## src/rtl/game_pkg.sv

```systemverilog
// Shared types and constants for the guess-entry path: FSM state encoding and
// BCD digit limits.
package game_pkg;
  typedef enum logic [1:0] {
    IDLE  = 2'd0,
    ENTRY = 2'd1,
    READY = 2'd2
  } state_e;

  localparam int          NUM_DIGITS = 4;
  localparam int          DIGIT_W    = 4;
  localparam logic [3:0]  BCD_MAX    = 4'd9;
endpackage

```

## src/rtl/digit_entry_if.sv

```systemverilog
// Board-side bundle for digit_entry: round control, switches, raw buttons in;
// the entered guess and result flags out.
interface digit_entry_if;
  logic        displayPhase;
  logic [15:0] randInt;
  logic [3:0]  sw;
  logic        btnEnter;
  logic        btnDelete;
  logic        btnSubmit;
  logic [15:0] userInput;
  logic [2:0]  digitCount;
  logic        inputReady;
  logic        correct;

  modport master (
    output displayPhase, randInt, sw, btnEnter, btnDelete, btnSubmit,
    input  userInput, digitCount, inputReady, correct
  );

  modport slave (
    input  displayPhase, randInt, sw, btnEnter, btnDelete, btnSubmit,
    output userInput, digitCount, inputReady, correct
  );
endinterface

```

## src/rtl/digit_entry_debounce.sv

```systemverilog
// button_debounce: 2-flop synchronizer, consecutive-sample debounce counter and
// a registered one-cycle pulse on the accepted 0->1 transition.
module button_debounce #(
  parameter logic [15:0] DEBOUNCE_CYCLES = 16'd50000
) (
  input  logic clk,
  input  logic rst,
  input  logic btn_raw,
  output logic pulse
);
  logic [1:0]  sync_q, sync_d;
  logic        stable_q, stable_d;
  logic [15:0] cnt_q, cnt_d;
  logic        pulse_q, pulse_d;

  always_comb begin
    sync_d   = {sync_q[0], btn_raw};
    stable_d = stable_q;
    cnt_d    = cnt_q;
    pulse_d  = 1'b0;
    // Any sample agreeing with the stable level restarts the run.
    if (sync_q[1] == stable_q) begin
      cnt_d = 16'd0;
    end else if (cnt_q == DEBOUNCE_CYCLES - 16'd1) begin
      stable_d = sync_q[1];
      cnt_d    = 16'd0;
      pulse_d  = sync_q[1];
    end else begin
      cnt_d = cnt_q + 16'd1;
    end
  end

  always_ff @(posedge clk or posedge rst) begin
    if (rst) begin
      sync_q   <= 2'b00;
      stable_q <= 1'b0;
      cnt_q    <= 16'd0;
      pulse_q  <= 1'b0;
    end else begin
      sync_q   <= sync_d;
      stable_q <= stable_d;
      cnt_q    <= cnt_d;
      pulse_q  <= pulse_d;
    end
  end

  assign pulse = pulse_q;
endmodule

```

## src/rtl/digit_entry.sv

```systemverilog
// Captures a 4-digit BCD guess from switches and debounced buttons, then flags
// whether it matches randInt. Define INPUT_TIMEOUT_EN for ENTRY auto-submit.
module digit_entry
  import game_pkg::*;
#(
  parameter logic [15:0] DEBOUNCE_CYCLES = 16'd50000,
  parameter logic [31:0] TIMEOUT_CYCLES  = 32'd500000000
) (
  input  logic          fastClk,
  input  logic          rst,
  digit_entry_if.slave  io
);
  localparam logic [2:0] FULL = 3'(NUM_DIGITS);

  logic p_enter, p_delete, p_submit, any_pulse, timeout_hit;

  state_e      state_q, state_d;
  logic [15:0] buf_q, buf_d;
  logic [2:0]  cnt_q, cnt_d;
  logic        ready_q, ready_d;
  logic        correct_q, correct_d;

  button_debounce #(.DEBOUNCE_CYCLES(DEBOUNCE_CYCLES)) u_db_enter (
    .clk(fastClk), .rst(rst), .btn_raw(io.btnEnter), .pulse(p_enter));
  button_debounce #(.DEBOUNCE_CYCLES(DEBOUNCE_CYCLES)) u_db_delete (
    .clk(fastClk), .rst(rst), .btn_raw(io.btnDelete), .pulse(p_delete));
  button_debounce #(.DEBOUNCE_CYCLES(DEBOUNCE_CYCLES)) u_db_submit (
    .clk(fastClk), .rst(rst), .btn_raw(io.btnSubmit), .pulse(p_submit));

  assign any_pulse = p_enter | p_delete | p_submit;

`ifdef INPUT_TIMEOUT_EN
  logic [31:0] idle_q, idle_d;

  // Ignored pulses also count as activity and restart the idle window.
  always_comb begin
    idle_d = 32'd0;
    if (state_q == ENTRY && !io.displayPhase && !any_pulse)
      idle_d = idle_q + 32'd1;
  end

  always_ff @(posedge fastClk or posedge rst) begin
    if (rst) idle_q <= 32'd0;
    else     idle_q <= idle_d;
  end

  assign timeout_hit = (state_q == ENTRY) && !io.displayPhase && !any_pulse &&
                       (idle_q == TIMEOUT_CYCLES - 32'd1);
`else
  assign timeout_hit = 1'b0;
`endif

  always_ff @(posedge fastClk or posedge rst) begin
    if (rst) begin
      state_q   <= IDLE;
      buf_q     <= 16'h0000;
      cnt_q     <= 3'd0;
      ready_q   <= 1'b0;
      correct_q <= 1'b0;
    end else begin
      state_q   <= state_d;
      buf_q     <= buf_d;
      cnt_q     <= cnt_d;
      ready_q   <= ready_d;
      correct_q <= correct_d;
    end
  end

  always_comb begin
    state_d = state_q;
    case (state_q)
      IDLE:  if (!io.displayPhase) state_d = ENTRY;
      ENTRY: begin
        if (io.displayPhase)                state_d = IDLE;
        else if (p_submit && cnt_q == FULL) state_d = READY;
        else if (timeout_hit)               state_d = READY;
      end
      READY: if (io.displayPhase) state_d = IDLE;
      default: state_d = IDLE;
    endcase
  end

  always_comb begin
    buf_d     = buf_q;
    cnt_d     = cnt_q;
    ready_d   = ready_q;
    correct_d = correct_q;
    case (state_q)
      ENTRY: begin
        if (io.displayPhase) begin
          buf_d = 16'h0000;
          cnt_d = 3'd0;
        end else if (p_submit) begin
          // Lower-priority pulses in a submit cycle are dropped even if submit is.
          if (cnt_q == FULL) begin
            ready_d   = 1'b1;
            correct_d = (buf_q == io.randInt);
          end
        end else if (p_delete) begin
          if (cnt_q != 3'd0) begin
            buf_d = {4'h0, buf_q[15:4]};
            cnt_d = cnt_q - 3'd1;
          end
        end else if (p_enter) begin
          if (io.sw <= BCD_MAX && cnt_q < FULL) begin
            buf_d = {buf_q[11:0], io.sw};
            cnt_d = cnt_q + 3'd1;
          end
        end else if (timeout_hit) begin
          ready_d   = 1'b1;
          correct_d = 1'b0;
        end
      end
      READY: begin
        if (io.displayPhase) begin
          buf_d     = 16'h0000;
          cnt_d     = 3'd0;
          ready_d   = 1'b0;
          correct_d = 1'b0;
        end
      end
      default: begin
        buf_d     = 16'h0000;
        cnt_d     = 3'd0;
        ready_d   = 1'b0;
        correct_d = 1'b0;
      end
    endcase
  end

  assign io.userInput  = buf_q;
  assign io.digitCount = cnt_q;
  assign io.inputReady = ready_q;
  assign io.correct    = correct_q;
endmodule

```

## src/flat_wrapper.sv

```systemverilog
// flat-port wrapper written by rule: the top's interface ports become plain ports
module digit_entry_flat import game_pkg::*;
#(
  parameter logic [15:0] DEBOUNCE_CYCLES = 16'd50000,
  parameter logic [31:0] TIMEOUT_CYCLES  = 32'd500000000
)
  (fastClk, rst, io_displayPhase, io_randInt, io_sw, io_btnEnter, io_btnDelete, io_btnSubmit, io_userInput, io_digitCount, io_inputReady, io_correct);
  digit_entry_if io_i ();
  input  logic fastClk;
  input  logic rst;
  input wire logic [$bits(io_i.displayPhase)-1:0] io_displayPhase;
  input wire logic [$bits(io_i.randInt)-1:0] io_randInt;
  input wire logic [$bits(io_i.sw)-1:0] io_sw;
  input wire logic [$bits(io_i.btnEnter)-1:0] io_btnEnter;
  input wire logic [$bits(io_i.btnDelete)-1:0] io_btnDelete;
  input wire logic [$bits(io_i.btnSubmit)-1:0] io_btnSubmit;
  output wire logic [$bits(io_i.userInput)-1:0] io_userInput;
  output wire logic [$bits(io_i.digitCount)-1:0] io_digitCount;
  output wire logic [$bits(io_i.inputReady)-1:0] io_inputReady;
  output wire logic [$bits(io_i.correct)-1:0] io_correct;
  assign io_i.displayPhase = io_displayPhase;
  assign io_i.randInt = io_randInt;
  assign io_i.sw = io_sw;
  assign io_i.btnEnter = io_btnEnter;
  assign io_i.btnDelete = io_btnDelete;
  assign io_i.btnSubmit = io_btnSubmit;
  assign io_userInput = io_i.userInput;
  assign io_digitCount = io_i.digitCount;
  assign io_inputReady = io_i.inputReady;
  assign io_correct = io_i.correct;
  digit_entry #(.DEBOUNCE_CYCLES(DEBOUNCE_CYCLES), .TIMEOUT_CYCLES(TIMEOUT_CYCLES)) u_core (.fastClk(fastClk), .rst(rst), .io(io_i));
endmodule
```

## config.mk

```make
export PLATFORM = sky130hd
export DESIGN_NAME = digit_entry_flat
export DESIGN_NICKNAME = d
export VERILOG_FILES = /design/src/rtl/game_pkg.sv /design/src/rtl/digit_entry_if.sv /design/src/rtl/digit_entry_debounce.sv /design/src/rtl/digit_entry.sv /design/src/flat_wrapper.sv
export SDC_FILE = /design/constraint.sdc
export NUM_CORES = 1
export LEC_CHECK = 0
export ABC_CLOCK_PERIOD_IN_PS = 2500
export CORE_ASPECT_RATIO = 0.75
export CORE_MARGIN = 2
export CORE_UTILIZATION = 40
export DETAILED_ROUTE_END_ITERATION = 12
export DONT_BUFFER_PORTS = 1
export GPL_TIMING_DRIVEN = 0
export PLACE_DENSITY_LB_ADDON = 0.2
export SLEW_MARGIN = 20
export SYNTH_ARGS = -nofsm -noshare
export SYNTH_HDL_FRONTEND = slang
export SYNTH_SLANG_ARGS = --single-unit
```

## constraint.sdc

```tcl
create_clock -name fastClk -period 2.5 [get_ports fastClk]
set_input_delay 0.5 -clock fastClk [delete_from_list [all_inputs] [get_ports fastClk]]
set_output_delay 0.5 -clock fastClk [all_outputs]
set_load 0.02 [all_outputs]
```

==> reports/qor.yml <==
route:
  first_pass_iters: 4
  drc_errors: 0
  first_iter_violations: 128
  num_vias: 2818
  wl_per_cell_um: 15.4
  ant_nets: 0
  viasPerCell: 5.39
  routed_wl_um: 8060
die:
  num_rows: 31
  io_pins: 47
  initial_core_util_pct: 41.7
  core_um2: 9810
  die_area_um2: 11100
  die_x_um: 121
  die_h_um: 91.6
timing:
  tns_ns: 0
  tightestPinTransition_ns: 0.581
  max_freq_ghz: 0.552
  setup_viol: 0
  finalHoldViolCount: 0
  hold-worst-slack_ns: 0.0855
  drv_slew: 0
  fin_skew_ns: 0.00471
  rsz0062_at_grt: "false"
  fin_crit_sh_pct: 72.5
  slew_headroom_pct: 60.9
  period_minus_slack_ns: 1.81
global_route:
  antenna_found_initial: 0
  grt.total_usage_pct: 16.0
  grt_pass1_wl_um: 13800
  grt_max_degree: 34
  grt_overflow_total: 0
  grt_pass1_vias: 2812
status:
  status: "complete, no violations"
worst_hold_path:
  hold_path_class: "in -> async"
logic_synthesis:
  synth_compound_area_share_pct: 7.64
  postSynthCellCount: 373
  synth_top_area_share_pct: 50.7
  ys_seq_area_share_pct: 50.7
  synth_cell_types: 50
  synthTopCellsByArea: "dfrtp_1, xor2_1, xnor2_1"
  synthMuxAreaShare_pct: 3.76
  synth_simple_gate_area_share_pct: 20.9
  syn_nets: 403
  ys_seq_elements: 83
  synth_fa_ha_area_share_pct: 1.41
  synth_edf_count: 0
  synth_top_area_cell: "dfrtp_1"
  synth.cell_area_um2: 4100
  async_reset_ff_share_pct: 100
  ys.flop_type: "dfrtp_1"
  postSynthAreaPerCell_um2: 11.0
  synth_xor_area_share_pct: 12.4
  yosysWarnings: 0
  synth_top_family_by_area: "simple AND/OR/NAND/NOR gates"
critical_path:
  cp-start-kind: "flop"
  cp_max_fo: 10
  arrival_ns: 2.03
  setup.worst_path.end_class: "flop"
  rrSetupSlack_ns: 0.69
  crit_start: "u_core.io.digitCount[0]$_DFFE_PP0P_"
  cp.required_ns: 2.72
  reg2reg_to: "u_core.io.userInput[7]$_DFFE_PP0P_"
  worst-r2r-cell-count: 5
  critPathKind: "reg -> reg"
  reg2reg_from: "u_core.io.digitCount[0]$_DFFE_PP0P_"
final_layout:
  final_common_cell: "dfrtp_1"
  diodes: 0
  drive_gt1_share_pct: 12.0
  multi_input_area_um2: 1890
  final_cell_mix: "dfrtp_1, nor2_1, xor2_1"
  fillers: 899
  seq_area_um2: 2080
  nets: 416
  area_growth_pct: 13.4
clocking:
  cts.sinks: 83
  insertion_delay_ns: 0.34
  cts_resized: 0
  clk_pin_slew_ns: 0.06
  htreeDepth: 3
  post_cts_buffers: 0
  cts_buffers: 9
  cts_tree: "done"
  clockBufferDepth: 2
  cts-root-buf: "clkbuf_16"
  cts_hold_buf: 0
placed_design:
  portBuffers: 0
  routabilityCongestion: 0.834
  place_hpwl_um: 5680
run:
  max-cap-violations: 0
pwr:
  power.density_nw_per_um2: 635
  p_leak_nw: 1.97
  vdd_drop_max_uv: 402
-- power by group --
part           internal [mW]  switching (mW)  total (mW)
clock network          0.932           0.537        1.47
logic                 0.0366          0.0645       0.101
registers               1.36          0.0147        1.38
total                   2.33           0.616        2.95
-- per-layer routing --
metal	global-route usage (%)	vias up	part of all wire (%)
li1	-	1365	-
met5	0	-	0
met1	23.1	1395	50
met3	6.59	9	4.8
met4	4.84	0	1.3
met2	21.6	49	43
-- sequential cells by signal, indices dropped and copies added (netlist names), 2 cells and up --
signal	flops
u_core.io.userInput	16
u_core.u_db_delete.cnt_q	16
u_core.u_db_enter.cnt_q	16
u_core.u_db_submit.cnt_q	16
u_core.io.digitCount	3
u_core.state_q	2
u_core.u_db_delete.sync_q	2
u_core.u_db_enter.sync_q	2
u_core.u_db_submit.sync_q	2
-- Yosys cell counts, types with 4 or more instances --
cell,count
nor2_1,45
and3_1,7
buf_2,5
nor3_1,7
mux2i_1,12
or3_1,5
nand4_1,18
buf_6,4
and4_1,5
nand2_1,13
a22o_1,4
o21ai_0,7
xnor2_1,22
dfrtp_1,83
a21oi_1,5
inv_1,7
xor2_1,36
o2bb2ai_1,12
nand3_1,19
nor4bb_1,4
nor4_1,8
-- critical path, stage by stage (launching register included) --
cell and delay (ns):
dfrtp_1 0.55, nor4b_4 0.41, nor2_1 0.12, nand4_1 0.22
buf_2 0.29, o2bb2ai_1 0.11
-- logic make-up (layout without fill, tap and decap cells) --
| family | Yosys count | in the layout |
|---|---|---|
| AND/OR/NAND/NOR | 150 | 150 |
| AO/OA/AOI/OAI | 42 | 42 |
| XOR/XNOR | 58 | 58 |
| multiplexers | 15 | 15 |
| adder cells (fa/ha/maj) | 4 | 4 |
| buffers and inverters | 21 | 39 |
| flip-flops | 83 | 83 |
-- worst max path at each step --
| stage | to | slack, ns | depth (start not counted) |
|---|---|---|---|
| finish | u_core.io.userInput[7]$_DFFE_PP0P_ | 0.69 | 5 |
| detailed placement | u_core.io.userInput[7]$_DFFE_PP0P_ | 0.66 | 5 |
| global placement | u_core.io.userInput[8]$_DFFE_PP0P_ | 0.56 | 1 |
| global route | u_core.u_db_submit.cnt_q[11]$_DFF_PP0_ | 0.56 | 6 |
| floorplan | u_core.u_db_enter.cnt_q[10]$_DFF_PP0_ | 0.99 | 7 |
| CTS | u_core.io.userInput[7]$_DFFE_PP0P_ | 0.69 | 5 |
-- cell type report --
type	instances	area share [%]
buffer	14	2.26
inverter	7	0.647
clock buffer	11	5.44
clock inverter	5	1.83
tap	132	3.56
timing repair buffer	2	0.863
sequential	83	44.7
multi-input combinational	269	40.6
-- metrics by stage --
| stage | total power [mW] | instance area [µm²] | setup slack [ns] | cells | util, % |
|---|---|---|---|---|---|
| after floorplan | 1.47 | 4100 | 0.986 | 373 | - |
| after global placement | 1.50 | 4260 | 0.555 | 505 | 43.5 |
| after detailed placement | 1.51 | 4300 | 0.660 | 507 | 43.9 |
| after CTS | 2.99 | 4640 | 0.689 | 523 | 47.3 |
| after global routing | 3.08 | 4640 | 0.557 | 523 | 47.3 |
| final | 2.95 | 4640 | 0.687 | 523 | 47.3 |
(Power assumes the default switching activity.)
